## src/rtl/uart_rx_ack.sv

```systemverilog
// uart_rx_ack: 8N1 serial receiver with ready/ack handshake, frame-error pulse and sticky overrun.
// Define UART_PARITY_EN to expect one even-parity bit between bit 7 and the stop bit.
module uart_rx_ack #(
    parameter int CLK_FREQ = 100_000_000,
    parameter int BAUD     = 9600
) (
    input  logic       clk,
    input  logic       rst,
    input  logic       rx,
    input  logic       ack,
    output logic [7:0] data,
    output logic       ready,
    output logic       frame_err,
    output logic       overrun
);
    localparam int CLKS_PER_BIT = (CLK_FREQ + BAUD / 2) / BAUD;
    localparam int HALF_BIT     = CLKS_PER_BIT / 2;
    localparam logic [13:0] BIT_END  = 14'(CLKS_PER_BIT - 1);
    localparam logic [13:0] HALF_END = 14'(HALF_BIT - 1);

    typedef enum logic [2:0] {
        S_IDLE, S_START, S_DATA, S_PARITY, S_STOP, S_HOLD, S_RELEASE
    } state_t;

    state_t      state, state_n;
    logic        rx_meta, rxs, rxs_d;
    logic [13:0] cnt, cnt_n;
    logic [2:0]  bit_idx, bit_n;
    logic [7:0]  shreg, shreg_n, data_n;
    logic        ferr_n, ovr_n, stop_ok;

`ifdef UART_PARITY_EN
    logic par_err, par_err_n;
    assign stop_ok = rxs && !par_err;
`else
    assign stop_ok = rxs;
`endif

    assign ready = (state == S_HOLD);

    always_comb begin
        state_n = state;
        cnt_n   = cnt + 14'd1;
        bit_n   = bit_idx;
        shreg_n = shreg;
        data_n  = data;
        ferr_n  = 1'b0;
`ifdef UART_PARITY_EN
        par_err_n = par_err;
`endif
        // Any start edge seen while a byte is pending (or not yet released) is lost.
        ovr_n = overrun | ((state == S_HOLD || state == S_RELEASE) && rxs_d && !rxs);
        case (state)
            S_IDLE: begin
                cnt_n = '0;
                if (!rxs) state_n = S_START;
            end
            S_START: begin
                if (cnt == HALF_END) begin
                    cnt_n   = '0;
                    bit_n   = '0;
                    state_n = rxs ? S_IDLE : S_DATA;
                end
            end
            S_DATA: begin
                if (cnt == BIT_END) begin
                    cnt_n   = '0;
                    shreg_n = {rxs, shreg[7:1]};
                    bit_n   = bit_idx + 3'd1;
`ifdef UART_PARITY_EN
                    if (bit_idx == 3'd7) state_n = S_PARITY;
`else
                    if (bit_idx == 3'd7) state_n = S_STOP;
`endif
                end
            end
`ifdef UART_PARITY_EN
            S_PARITY: begin
                if (cnt == BIT_END) begin
                    cnt_n     = '0;
                    par_err_n = rxs ^ (^shreg);
                    state_n   = S_STOP;
                end
            end
`endif
            S_STOP: begin
                if (cnt == BIT_END) begin
                    cnt_n = '0;
                    if (stop_ok) begin
                        data_n  = shreg;
                        state_n = S_HOLD;
                    end else begin
                        ferr_n  = 1'b1;
                        state_n = S_IDLE;
                    end
                end
            end
            S_HOLD: begin
                cnt_n = '0;
                if (ack) state_n = S_RELEASE;
            end
            S_RELEASE: begin
                // Hold off until ack drops so one long ack cannot consume two bytes.
                cnt_n = '0;
                if (!ack) state_n = S_IDLE;
            end
            default: state_n = S_IDLE;
        endcase
    end

    always_ff @(posedge clk or negedge rst) begin
        if (!rst) begin
            rx_meta   <= 1'b1;
            rxs       <= 1'b1;
            rxs_d     <= 1'b1;
            state     <= S_IDLE;
            cnt       <= '0;
            bit_idx   <= '0;
            shreg     <= '0;
            data      <= '0;
            frame_err <= 1'b0;
            overrun   <= 1'b0;
        end else begin
            rx_meta   <= rx;
            rxs       <= rx_meta;
            rxs_d     <= rxs;
            state     <= state_n;
            cnt       <= cnt_n;
            bit_idx   <= bit_n;
            shreg     <= shreg_n;
            data      <= data_n;
            frame_err <= ferr_n;
            overrun   <= ovr_n;
        end
    end

`ifdef UART_PARITY_EN
    always_ff @(posedge clk or negedge rst) begin
        if (!rst) par_err <= 1'b0;
        else      par_err <= par_err_n;
    end
`endif

endmodule
```

## config.mk

```make
export PLATFORM = sky130hd
export DESIGN_NAME = uart_rx_ack
export DESIGN_NICKNAME = d
export VERILOG_FILES = /design/src/rtl/uart_rx_ack.sv
export SDC_FILE = /design/constraint.sdc
export NUM_CORES = 1
export LEC_CHECK = 0
export CAP_MARGIN = 0
export CORE_MARGIN = 2
export CORE_UTILIZATION = 25
export CTS_BUF_LIST = sky130_fd_sc_hd__clkbuf_4
export CTS_CLUSTER_DIAMETER = 120
export CTS_CLUSTER_SIZE = 16
export DETAILED_ROUTE_END_ITERATION = 10
export SLEW_MARGIN = 20
export SYNTH_ARGS = -nofsm -noshare
export SYNTH_HDL_FRONTEND = slang
export SYNTH_SLANG_ARGS = --single-unit
```

## constraint.sdc

```tcl
create_clock -name clk -period 6.85 [get_ports clk]
set_clock_uncertainty 0.2 [all_clocks]
set_input_delay 1.0275 -clock clk [delete_from_list [all_inputs] [get_ports clk]]
set_output_delay 1.0275 -clock clk [all_outputs]
set_load 0.1 [all_outputs]
```

# ---- Yosys cells after proc, flatten, opt, wreduce, memory -nomap -nowiden
# Cells that the tools add are included.
dict set report word_totals {
  register_bits 41
  inputBits 4
}
dict set report classes {
  add_sub_neg 2
  n_eq_ne 15
  n_mux 19
  n_bitwise 1
  n_reduce_logical 12
}
# op n
set ops {}
lappend ops {{one-hot mux 14 bit (3 select lines)} 1}
lappend ops {{2-to-1 mux 3 bit} 10}
lappend ops {{2-to-1 mux 14 bit} 2}
lappend ops {{one-hot mux 3 bit (6 select lines)} 1}
lappend ops {{adder 14 x 1 -> 14 bit (second input constant)} 1}
lappend ops {{equality test 14 x 13 -> 1 bit (second input constant)} 1}
lappend ops {{equality test 14 bit (second input constant)} 1}
lappend ops {{!= test 2 bit (second input constant)} 7}
lappend ops {{equality test 3 bit (second input constant)} 4}
lappend ops {{AND reduction 7 bit} 1}
lappend ops {{one-hot mux 3 bit (2 select lines)} 1}
lappend ops {{AND reduction 3 bit} 2}
lappend ops {{adder 3 x 1 -> 3 bit (second input constant)} 1}
lappend ops {{equality test 3 x 1 -> 1 bit (second input constant)} 1}
lappend ops {{equality test 3 x 2 -> 1 bit (second input constant)} 1}
lappend ops {{logical NOT 3 bit} 1}
lappend ops {{2-to-1 mux 1 bit} 3}
lappend ops {{OR reduction 3 bit} 1}
lappend ops {{logical AND 1 bit} 2}
lappend ops {{2-to-1 mux 2 bit} 1}
lappend ops {{AND reduction 2 bit} 1}
lappend ops {{nonzero test 2 bit} 1}
lappend ops {{OR reduction 2 bit} 1}
lappend ops {{logical NOT 1 bit} 1}
lappend ops {{other kinds (2)} 2}

# ---- Longest topological paths before layout
dict set report logic_depth {
  word_depth 5
  depth_mapped 8
  depth_no_buf 7
}

# ---- Worst setup path after synthesis
# No wires, ideal clock.
dict set report synth_timing {
  path_kind {register to output}
  from {register state[0]}
  to {output ready}
  t_arrival_ns 1.401
  t_required_ns 5.622
  setup_slack_ns 4.222
  stages_incl_launch_ff 3
  cell_sequence {dfrtp_1 clkbuf_1 and3b_1}
}
dict set report synth_between {
  elab_chain_cells 1
}
# element line
set synth_rtl {}
lappend synth_rtl {{start: declaration} 25} ;# state_t state, state_n;
lappend synth_rtl {{start signal: assignment} 127} ;# state <= state_n;
lappend synth_rtl {{equality test 3 bit} 39} ;# assign ready = (state == S_HOLD);
lappend synth_rtl {{end: declaration} 12} ;# output logic ready,
# Every way passes these cells.

# ---- Final worst setup path
dict set report layout_timing {
  from {register state[2]}
  to {output ready}
}
# The elaborated chain is that of the path after synthesis.

==> reports/results.tsv <==
stage	metric	value	unit
grt	gr-total-overflow	0	
die	initial_core_util	0.2601	
clock_tree	ctsRootBufferMaster	clkbuf_4	
grt	grtUsageTotal	0.08399	
die	dieHeight	91.11	um
synthesis	synth.area.top_cells	dfrtp_1 50%, mux2_2 9.5%, nor2_1 4.6%, dfstp_2 4.2%, xor2_1 3.2%	
drt	dr.pass1.iters	4	
power_and_ir_drop	p_seq_frac	0.443	
drt	vias	1184	
die	die-area	8300	um^2
power_and_ir_drop	pwr_density_cell	291.1	nW/um^2
synthesis	synth_edf_count	0	
final_layout	antenna_cells	0	
clock_tree	cts_resized	0	
synthesis	async_flop_share	1.000	
synthesis	ys_seq_area_frac	0.5429	
die	num_rows	31	
die	core_area	7292	um^2
synthesis	synthesis.nets	170	
power_and_ir_drop	p_int	427.4	uW
sta	min_period	3.497	ns
worst_setup_path	crit_type	flip-flop to primary output	
drt	wirelength	3121	um
sta	fmax	286.0	MHz
synthesis	netlist_instances	162	
power_and_ir_drop	power.total	647.6	uW
sta	hold_viol_final	0	
synthesis	yosysMostFrequentCell	dfrtp_1	
final_layout	stdcell_count	276	
power_and_ir_drop	pwr-share-clk	0.307	
drt	ant_nets	0	
placement	place_congestion	0.7968	
power_and_ir_drop	power_leakage	0.0009728	uW
clock_tree	clock_latency	0.35	ns
sta	relSlewSlack	0.3503	
power_and_ir_drop	p_sw	220.2	uW
final_layout	nFillCells	781	
die	pin_count	15	
placement	place_inst	268	
drt	routedWlPerCell	11.31	um
sta	period_share	0.5105	
clock_tree	cts_sinks	41	
worst_setup_path	cp_data_required_time	5.62	ns
synthesis	synthTopCellsByCount	38 x dfrtp_1, 23 x nor2_1, 16 x mux2_2	
drt	drt_iter0_drc	63	
sta	final-setup-viol-count	0	
grt	antenna_found_initial	0	
power_and_ir_drop	power_frac_comb	0.249	
clock_tree	clk_pin_slew	0.12	ns
power_and_ir_drop	ir_drop	0.1163	mV
clock_tree	ctsHtreeMaxLevel	2	
worst_setup_path	cp-end-kind	primary output	
final_layout	drive_above_1_share	0.1977	
clock_tree	cts.path.max_buffers	2	
grt	grt_pass1_wl	5630	um
drt	drc	0	
synthesis	yosysWarnings	0	
min_path	min_path_type	flip-flop to flip-flop	
synthesis	ys_seq_elements	41	
placement	dp_hpwl	2142	um
worst_setup_path	critPathMaxFanout	12	
synthesis	yosysUniqueCellTypes	38	
sta	tightest_slew	0.9715	ns
run	cap_violations	0	
synthesis	postSynthAreaPerCell	11.71	um^2
grt	grt_max_degree	42	
die	die_x	91.11	um
sta	rsz0062_at_grt	false	
synthesis	synth_flop_cell	dfrtp_1	
clock_tree	cts_hold_buffers	0	
synthesis	synth_top_area_cell	dfrtp_1	
worst_setup_path	cp-start-kind	flip-flop	
clock_tree	cts_tree	done	
final_layout	syn2layout_area_growth	17.28	%
grt	grt_pass1_vias	1213	
drt	avgViaCountPerCell	4.290	
sta	final_max_slew_viol_count	0	
placement	portBuffers	14	
clock_tree	cts_buffers	5	
clock_tree	post_cts_buffers	0	
run_status	outcome	completed	
synthesis	netlist.area_leader.share	0.5013	
synthesis	syn-cell-area	1897	um^2
worst_setup_path	worstPathArrival	2.27	ns
sta	fin_tns_setup	0	ns
power_and_ir_drop	swShare	0.3400	
final_layout	fin_nets	184	
==> registers in the layout, indices dropped and copies added (netlist names) <==
| signal | flops |
|---|---|
| cnt | 14 |
| data | 8 |
| shreg | 8 |
| bit_idx | 3 |
| state | 3 |
| frame_err | 1 |
| overrun | 1 |
| rx_meta | 1 |
| rxs | 1 |
| rxs_d | 1 |
==> path summary, 6_finish.rpt <==
| path | startpoint | end | slack, ns | depth (start not counted) |
|---|---|---|---|---|
| min in group asynchronous | rst | shreg[4] | 0.60 | 1 |
| min | rx_meta | rxs | 0.17 | 0 |
| max in group asynchronous | rst | data[0] | 5.29 | 1 |
| min reg2reg | rx_meta | rxs | 0.17 | 0 |
| max reg2reg | cnt[3] | cnt[11] | 4.06 | 5 |
| max | state[2] | ready | 3.35 | 2 |
==> layout make-up <==
| class | count | area, um^2 | share of cell area |
|---|---|---|---|
| repair buffers | 14 | 135.1 | 0.06074 |
| flip-flops and latches | 41 | 1030 | 0.4629 |
| well taps | 99 | 123.9 | 0.05568 |
| multi-input cells | 109 | 810.8 | 0.3645 |
| clock buffers | 5 | 37.54 | 0.01687 |
| clock inverters | 3 | 68.82 | 0.03093 |
| inverters | 5 | 18.77 | 0.008436 |
==> through the flow <==
stage | util | setup WS, ns | hold WS, ns | cell area (um^2)
after floorplan | - | 4.222 | 0.1452 | 1897
final | 0.3051 | 3.353 | 0.1659 | 2225
after detailed placement | 0.2905 | 3.746 | 0.1481 | 2118
after global placement | 0.2905 | 3.764 | 0.1467 | 2118
after global routing | 0.3051 | 3.271 | 0.1719 | 2225
after CTS | 0.3051 | 3.336 | 0.1668 | 2225
==> worst max-delay path, cell delays in order, from the launching register on <==
cell	delay (ns)
dfrtp_1	0.56
and3b_1	0.23
clkdlybuf4s50_1	1.13
==> routing by layer <==
layer | part of all wire | global-route usage | vias to the layer above | routed length [um]
met2 | 0.43 | 0.1235 | 21 | 1345
li1 | - | - | 586 | -
met1 | 0.52 | 0.1149 | 570 | 1613
met4 | 0.015 | 0.03409 | 0 | 48
met5 | 0 | 0 | - | 0
met3 | 0.037 | 0.02573 | 7 | 114
==> kinds of logic after synthesis <==
logic type	count (synthesis)	synth area share
simple gates	61	0.1834
flops	41	0.5429
mux	19	0.1108
xor+xnor	13	0.06003
compound gates	12	0.04683
buf+inv	12	0.02969
fa+ha+maj	4	0.02639
==> cell usage in the layout, fill, tap and decap left out, types with 3 or more instances in the layout <==
| master | n |
|---|---|
| nand4_1 | 3 |
| nand3_1 | 5 |
| clkbuf_4 | 5 |
| dfrtp_1 | 38 |
| xor2_1 | 7 |
| dfstp_2 | 3 |
| nor2_1 | 23 |
| inv_1 | 5 |
| clkdlybuf4s50_1 | 13 |
| mux2i_1 | 3 |
| o31ai_1 | 3 |
| mux2_2 | 16 |
| nor2b_1 | 3 |
| ha_1 | 4 |
| o21ai_0 | 3 |
| nand2_1 | 8 |
| xnor2_1 | 6 |
==> power groups by stage <==
stage | sequential [uW] | clock (uW) | combinational [uW]
after CTS | 287 | 206 | 164
final | 287 | 199 | 161
after floorplan | 297 | 0 | 131
after global placement | 290 | 0 | 165
after detailed placement | 292 | 0 | 164
after global routing | 292 | 216 | 180
(Power assumes the default switching activity.)
